### src/rtl/linebuf_loader.sv
// Purpose : decodes the host command byte stream (NOP/SETADDR/WRITE/FILL) into
//           addressed, auto-incrementing 16-bit writes on the line-buffer RAM port.
// Latency : lb_wr rises on the edge that accepts the final argument byte; FILL then
//           streams one write per clk. Backpressure: at most one byte every 2 clks,
//           and no bytes are taken while a fill is streaming.
// Ports   : clk/nrst             clock, async active-low reset
//           cmd_has_data/cmd_rd_data/cmd_rd   shared command register handshake
//           lb_wr/lb_wr_addr/lb_wr_data       line-buffer write port
//           busy/bad_cmd         command in progress / sticky unknown-opcode flag
module linebuf_loader #(
  parameter int         ADDR_W     = 8,
  parameter logic [7:0] OP_NOP     = 8'h00,
  parameter logic [7:0] OP_SETADDR = 8'h01,
  parameter logic [7:0] OP_WRITE   = 8'h02,
  parameter logic [7:0] OP_FILL    = 8'h03
) (
  input  logic              clk,
  input  logic              nrst,
  input  logic              cmd_has_data,
  input  logic [7:0]        cmd_rd_data,
  output logic              cmd_rd,
  output logic              lb_wr,
  output logic [ADDR_W-1:0] lb_wr_addr,
  output logic [15:0]       lb_wr_data,
  output logic              busy,
  output logic              bad_cmd
);

  localparam logic [2:0] S_OPCODE = 3'd0;
  localparam logic [2:0] S_ADDR   = 3'd1;
  localparam logic [2:0] S_CNT    = 3'd2;
  localparam logic [2:0] S_HI     = 3'd3;
  localparam logic [2:0] S_LO     = 3'd4;
  localparam logic [2:0] S_FILL   = 3'd5;

  logic [2:0]        r_state;
  logic              r_is_fill;
  logic [ADDR_W-1:0] r_addr;
  logic [7:0]        r_count;
  logic [7:0]        r_hi;
  logic              r_cmd_rd;
  logic              r_lb_wr;
  logic [ADDR_W-1:0] r_lb_wr_addr;
  logic [15:0]       r_lb_wr_data;
  logic              r_busy;
  logic              r_bad_cmd;

  logic              w_accept;
  logic [2:0]        w_state_nxt;
  logic              w_is_fill_nxt;
  logic [ADDR_W-1:0] w_addr_nxt;
  logic [7:0]        w_count_nxt;
  logic [7:0]        w_hi_nxt;
  logic              w_wr_nxt;
  logic [ADDR_W-1:0] w_wr_addr_nxt;
  logic [15:0]       w_wr_data_nxt;
  logic              w_bad_nxt;

  // r_cmd_rd is high exactly in the cycle after an accept, so it doubles as the
  // hold-off that lets the shared register clear before the next byte is sampled.
  assign w_accept = (r_state != S_FILL) && cmd_has_data && !r_cmd_rd;

  always_comb begin
    w_state_nxt   = r_state;
    w_is_fill_nxt = r_is_fill;
    w_addr_nxt    = r_addr;
    w_count_nxt   = r_count;
    w_hi_nxt      = r_hi;
    w_wr_nxt      = 1'b0;
    w_wr_addr_nxt = r_lb_wr_addr;
    w_wr_data_nxt = r_lb_wr_data;
    w_bad_nxt     = r_bad_cmd;
    case (r_state)
      S_OPCODE: begin
        if (w_accept) begin
          case (cmd_rd_data)
            OP_NOP:     w_state_nxt = S_OPCODE;
            OP_SETADDR: w_state_nxt = S_ADDR;
            OP_WRITE: begin
              w_state_nxt   = S_HI;
              w_is_fill_nxt = 1'b0;
            end
            OP_FILL: begin
              w_state_nxt   = S_CNT;
              w_is_fill_nxt = 1'b1;
            end
            default:    w_bad_nxt = 1'b1;
          endcase
        end
      end
      S_ADDR: begin
        if (w_accept) begin
          w_addr_nxt  = ADDR_W'(cmd_rd_data);
          w_state_nxt = S_OPCODE;
        end
      end
      S_CNT: begin
        if (w_accept) begin
          w_count_nxt = cmd_rd_data;
          w_state_nxt = S_HI;
        end
      end
      S_HI: begin
        if (w_accept) begin
          w_hi_nxt    = cmd_rd_data;
          w_state_nxt = S_LO;
        end
      end
      S_LO: begin
        if (w_accept) begin
          w_wr_nxt      = 1'b1;
          w_wr_addr_nxt = r_addr;
          w_wr_data_nxt = {r_hi, cmd_rd_data};
          w_addr_nxt    = r_addr + 1'b1;
          if (r_is_fill) begin
            // r_count now counts the writes still owed after this one; N=0 wraps
            // to 255 more, giving 256 in total.
            w_count_nxt = r_count - 8'd1;
            w_state_nxt = (r_count == 8'd1) ? S_OPCODE : S_FILL;
          end else begin
            w_state_nxt = S_OPCODE;
          end
        end
      end
      S_FILL: begin
        // Data register already holds {hi,lo}; only the address moves.
        w_wr_nxt      = 1'b1;
        w_wr_addr_nxt = r_addr;
        w_addr_nxt    = r_addr + 1'b1;
        w_count_nxt   = r_count - 8'd1;
        if (r_count == 8'd1) begin
          w_state_nxt = S_OPCODE;
        end
      end
      default: w_state_nxt = S_OPCODE;
    endcase
  end

  always_ff @(posedge clk or negedge nrst) begin
    if (!nrst) begin
      r_state      <= S_OPCODE;
      r_is_fill    <= 1'b0;
      r_addr       <= '0;
      r_count      <= 8'd0;
      r_hi         <= 8'd0;
      r_cmd_rd     <= 1'b0;
      r_lb_wr      <= 1'b0;
      r_lb_wr_addr <= '0;
      r_lb_wr_data <= 16'd0;
      r_busy       <= 1'b0;
      r_bad_cmd    <= 1'b0;
    end else begin
      r_state      <= w_state_nxt;
      r_is_fill    <= w_is_fill_nxt;
      r_addr       <= w_addr_nxt;
      r_count      <= w_count_nxt;
      r_hi         <= w_hi_nxt;
      r_cmd_rd     <= w_accept;
      r_lb_wr      <= w_wr_nxt;
      r_lb_wr_addr <= w_wr_addr_nxt;
      r_lb_wr_data <= w_wr_data_nxt;
      // Busy is kept up through the final write cycle so it falls with lb_wr.
      r_busy       <= (w_state_nxt != S_OPCODE) || w_wr_nxt;
      r_bad_cmd    <= w_bad_nxt;
    end
  end

  assign cmd_rd     = r_cmd_rd;
  assign lb_wr      = r_lb_wr;
  assign lb_wr_addr = r_lb_wr_addr;
  assign lb_wr_data = r_lb_wr_data;
  assign busy       = r_busy;
  assign bad_cmd    = r_bad_cmd;

endmodule

### config.mk
export PLATFORM = sky130hd
export DESIGN_NAME = linebuf_loader
export DESIGN_NICKNAME = d
export VERILOG_FILES = /design/src/rtl/linebuf_loader.sv
export SDC_FILE = /design/constraint.sdc
export NUM_CORES = 1
export LEC_CHECK = 0
export CORE_MARGIN = 8
export CORE_UTILIZATION = 58
export DETAILED_ROUTE_END_ITERATION = 12
export PLACE_DENSITY_LB_ADDON = 0.15
export SYNTH_ARGS = -nofsm -noshare
export SYNTH_HDL_FRONTEND = slang
export SYNTH_SLANG_ARGS = --single-unit
### constraint.sdc
create_clock -name clk -period 4.68 [get_ports clk]
set_input_delay 0.936 -clock clk [delete_from_list [all_inputs] [get_ports clk]]
set_output_delay 0.936 -clock clk [all_outputs]
set_load 0.02 [all_outputs]
# Yosys cells after proc, flatten, opt, wreduce, memory -nomap -nowiden
# Cells that the tools add are included.
[op_classes]
add_sub_neg = 2
eq_ne = 14
n_mux = 21
n_bitwise = 1
reduce_logical = 19
[ops]
columns = ["cell", "n"]
rows = [
  ["$pmux W8 S3", 2],
  ["$mux W8", 5],
  ["$mux W3", 8],
  ["$pmux W3 S6", 1],
  ["$eq A8 B1 Y1 const B", 2],
  ["$eq A8 B2 Y1 const B", 2],
  ["$pmux W8 S2", 1],
  ["$pmux W3 S4", 1],
  ["$reduce_and A3 Y1", 3],
  ["$reduce_bool A3 Y1", 3],
  ["$add A8 B1 Y8 const B", 1],
  ["$logic_not A8 Y1", 1],
  ["$ne A2 B2 Y1 const B", 4],
  ["$sub A8 B1 Y8 const B", 1],
  ["$eq A3 B2 Y1 const B", 2],
  ["$eq A3 B3 Y1 const B", 2],
  ["$reduce_and A2 Y1", 3],
  ["$pmux W1 S2", 2],
  ["$reduce_and A4 Y1", 1],
  ["$reduce_bool A2 Y1", 2],
  ["$reduce_or A4 Y1", 1],
  ["$eq A3 B1 Y1 const B", 1],
  ["$logic_not A3 Y1", 1],
  ["$ne A3 B3 Y1 const B", 1],
  ["other kinds (5)", 6],
]
[word_totals]
regBits = 56
in_bits = 11
output_inout_bits = 28
word_cells = 68

# Depth between registers and ports, before layout
[depth]
depth_word = 7
depth_mapped = 7
depth_no_buf = 5

# Worst setup path after synthesis
# No wires, ideal clock.
[synth_path]
path_kind = "input port to flip-flop"
start = "input port cmd_has_data"
end = "register r_busy, in the netlist busy"
setup_time_ns = 0.133
t_arrival_ns = 1.970
required_time_ns = 4.547
setup_slack_ns = 2.578
path_stages = 6
path_buffers = 2
path_cell_list = "nor2b_1 -> buf_2 -> and4_1 -> buf_2 -> a221o_1 -> nand4b_1"
[synth_via]
elab_chain_len = 6
elab_cells_between_ends = 12
classes_between = "mux (8); reduce/logical (4)"
[synth_lines]
columns = ["element", "line", "text"]
rows = [
  ["from (decl)", "19", "input logic cmd_has_data,"],
  ["$logic_and A1 B1 Y1 (*) (2 in series)", "61", "assign w_accept = (r_state != S_FILL) && cmd_has_data && !r_cmd_rd;"],
  ["$mux W3, on equally long branches", "-", ""],
  ["$pmux W3 S6 (*)", "73", "case (r_state)"],
  ["net w_state_nxt[2]", "49", "logic [2:0] w_state_nxt;"],
  ["$reduce_bool A3 Y1 (*)", "163", "r_busy <= (w_state_nxt != S_OPCODE) || w_wr_nxt;"],
  ["$logic_or A1 B1 Y1 (*)", "163", ""],
  ["to (signal assigned)", "163", ""],
  ["to (decl)", "45", "logic r_busy;"],
]
# Mark *: on every way through the listed nets, which the timed path passes. The rest lies on a longest branch.
# A chain may end at the register's enable or synchronous reset.

# Worst setup path in the final report
[layout_path]
start = "input port cmd_has_data"
end = "register r_hi[3]"
[layout_via]
elab_chain_len = 3
[layout_lines]
columns = ["element", "line", "text"]
rows = [
  ["$logic_and A1 B1 Y1 (2 in series)", "61", ""],
  ["$reduce_and A2 Y1 (no source line)", "-", ""],
  ["to (signal assigned)", "157", "r_hi <= w_hi_nxt;"],
  ["to (decl)", "40", "logic [7:0] r_hi;"],
]
# No other way between the ends.

==> impl_metrics.tcl <==
set metrics [dict create \
    routabilityCongestion 0.8952 \
    dieArea_mm2 0.007092 \
    pwr_density_cell_mw_per_mm2 403.7 \
    postRouteAntennaNets 0 \
    cp_top_family "simple AND/OR/NAND/NOR gates" \
    syn_inst 228 \
    cp.arrival_ps 2840 \
    crit_buf_inv 1 \
    wl_per_cell_um 18.29 \
    start_util_pct 58.69 \
    synth_cell_type_count 55 \
    htree_levels 2 \
    crit_cells 4 \
    grt-ovfl-total 0 \
    yosys.area_share.simple_pct 12.84 \
    cts-root-buf "clkbuf_8" \
    max_stage_delay_ps 560 \
    synth_top_area_share_pct 51.92 \
    synthXorXnorAreaFrac_pct 0.3245 \
    intPower_mw 0.8782 \
    hpwl_um 3963 \
    grt.met2_usage_pct 26.04 \
    die_y_um 84.22 \
    muxShareOfSynthArea_pct 14.74 \
    grt_use_total_pct 16.90 \
    setup_viol 0 \
    clock.fmax_ghz 0.3783 \
    syn_nets 242 \
    fillerInstances 369 \
    drv_slew 0 \
    vias_per_cell 6.164 \
    grt_pass1_vias 1953 \
    met3_usage_pct 4.066 \
    synth-adder-area-share_pct 1.808 \
    clockBufferDepth 2 \
    port_buffers 38 \
    cts_buffers 5 \
    core-area_mm2 0.004598 \
    synth_area_leaders "dfrtp_1 (52%), mux2_2 (14%), a21oi_1 (2.2%), nor2_1 (2.1%), buf_6 (1.7%)" \
    die_x_um 84.22 \
    holdBufCountCts 0 \
    synth_area_per_cell_um2 11.84 \
    clock-sinks 56 \
    yosys.area.top_type "dfrtp_1" \
    min_path_cells 1 \
    rows 25 \
    cts_setup_buffers 0 \
    drive_gt1_share_pct 21.59 \
    grt_use_met1_pct 23.05 \
    synth-seq-area-share_pct 51.92 \
    ys_warn_count 0 \
    holdWs_ps 482.7 \
    power_frac_clock_pct 24.9 \
    worst_ep_required_time_ps 4880 \
    cp_max_fo 9 \
    grt_busiest_layer "met2" \
    hold_violations 0 \
    pin_count 39 \
    synth_compound_area_share_pct 14.14 \
    post_cts_resized 0 \
    drv_cap 0 \
    syn_to_final_growth_pct 17.85 \
    via_count 1960 \
    hp-class "reg -> reg" \
    ys_ff_latch 56 \
    syn-cell-area_mm2 0.002699 \
    power.leakage_nw 1.462 \
    min_period_ps 2644 \
    tightest_slew_ps 694.7 \
    p_sw_mw 0.4059 \
    grt_max_degree 57 \
    combPwrFrac_pct 22.3 \
    cts_tree "built" \
    seq_power_share_pct 52.8 \
    finalCritPeriodShare_pct 56.49 \
    drc 0 \
    worstSkewPairLatency_ps 310 \
    sw_frac_of_total_pct 31.61 \
    cp-start-kind "primary input" \
    critPathKind "in -> reg" \
    first_pass_iters 4 \
    fin_tns_setup_ps 0 \
    fin_skew_ps 9.243 \
    crit_chain "clkdlybuf4s50_1 -> nor2b_1 -> and4_1 -> mux2_2" \
    diodes 0 \
    clk_pin_slew_ps 100 \
    grt_antenna_before_repair 0 \
    relSlewSlack_pct 53.69 \
    routed_wl_um 5815 \
    slowest_stage "and4_1" \
    ir_worst_vdd_v 0.0002937 \
    cp-end-kind "flip-flop" \
    rsz0062_at_grt "no" \
    status "complete, no violations" \
    grt_pass1_wl_um 9832 \
    initialDrtViolationCount 195 \
    final_nets 277 \
    synth_top_family_by_area "multiplexers" \
    ff2ff_path_depth 4 \
]
[area by class of cell]
class,instances,area (um2),area share (%)
Sequential cell,56,1401,44.06
Multi-Input combinational cell,153,1184,37.21
Timing Repair Buffer,40,390.4,12.27
Clock buffer,6,72.57,2.282
Tap cell,54,67.56,2.124
Clock inverter,2,38.79,1.220
Inverter,7,26.28,0.8261
[layer usage]
layer | up-vias | wire length [um]
met5 | - | 0
met4 | 0 | 52
met3 | 4 | 251
met2 | 46 | 2813
met1 | 993 | 2698
li1 | 917 | -
[power groups by stage]
stage	registers [mW]	logic [mW]	clock network [mW]
after floorplan	0.672	0.190	0
after global placement	0.681	0.278	0
after detailed placement	0.683	0.286	0
after CTS	0.674	0.288	0.326
after global routing	0.691	0.318	0.348
final	0.678	0.287	0.320
[registers in the layout, indices dropped and copies added, names as in the netlist]
name,count
lb_wr_data,16
r_count,8
r_addr,8
lb_wr_addr,8
r_state,3
r_hi,8
lb_wr,1
cmd_rd,1
bad_cmd,1
r_is_fill,1
busy,1
[worst paths after layout]
kind                            slack, ps              to          from
worst min-delay path                  480         bad_cmd       bad_cmd
worst max-delay path                 2040         r_hi[3]  cmd_has_data
worst min register to register        480         bad_cmd       bad_cmd
max in group asynchronous            3470  lb_wr_data[14]          nrst
min in group asynchronous             750      r_count[7]          nrst
worst max register to register       2560            busy    r_state[1]
[metrics by stage]
step           power (mW)  cell area [um2]  setup WS [ps]  util, %  std cells
6_report            1.284             3181           2036    69.17        318
5_1_grt             1.357             3181           1982    69.17        318
4_1_cts             1.288             3181           2054    69.17        318
3_5_place_dp       0.9683             3069           1737    66.75        310
3_3_place_gp       0.9592             3069           1754    66.75        310
2_1_floorplan      0.8626             2699           2578        -        228
[cell usage after synthesis, drive strengths merged]
library cell	instances
o21ai	7
a22oi	2
a21oi	12
dfrtp	56
o211ai	2
nand4	3
nor3	5
maj3	1
nand4b	2
a31oi	7
or2	1
and2	3
a31o	1
o22ai	2
and4	2
a211o	1
ha	3
nand2	8
and3b	1
a2bb2oi	4
or2b	1
o22a	4
o31ai	3
o21a	2
or4	1
nor4	3
inv	7
xor2	1
o311a	2
and3	3
clkbuf	3
nand2b	2
o32ai	1
nor4b	1
mux2	35
a221o	1
nor2b	2
nor2	16
nand3	5
buf	9
o221ai	1
o21bai	1
o41ai	1
[layout by cell type (no fill, tap or decap), drive strengths merged, types with 6 or more instances in the layout]
| cell type | netlist | routed |
|---|---|---|
| a31oi | 7 | 7 |
| mux2 | 35 | 35 |
| clkdlybuf4s50 | 0 | 37 |
| nand2 | 8 | 8 |
| inv | 7 | 8 |
| clkbuf | 3 | 6 |
| a21oi | 12 | 12 |
| o21ai | 7 | 7 |
| nor2 | 16 | 16 |
| dfrtp | 56 | 56 |
[logic make-up (layout without fill, tap and decap cells)]
group	after synthesis	in the layout
AOI/OAI and AO/OA	54	54
xor gates and xnor gates	1	1
adders and majority gates	4	4
buffers and inverters	19	55
DFF	56	56
muxes	35	35
and+or+nand+nor	59	59
No activity file was read; power rests on OpenSTA's default activity.
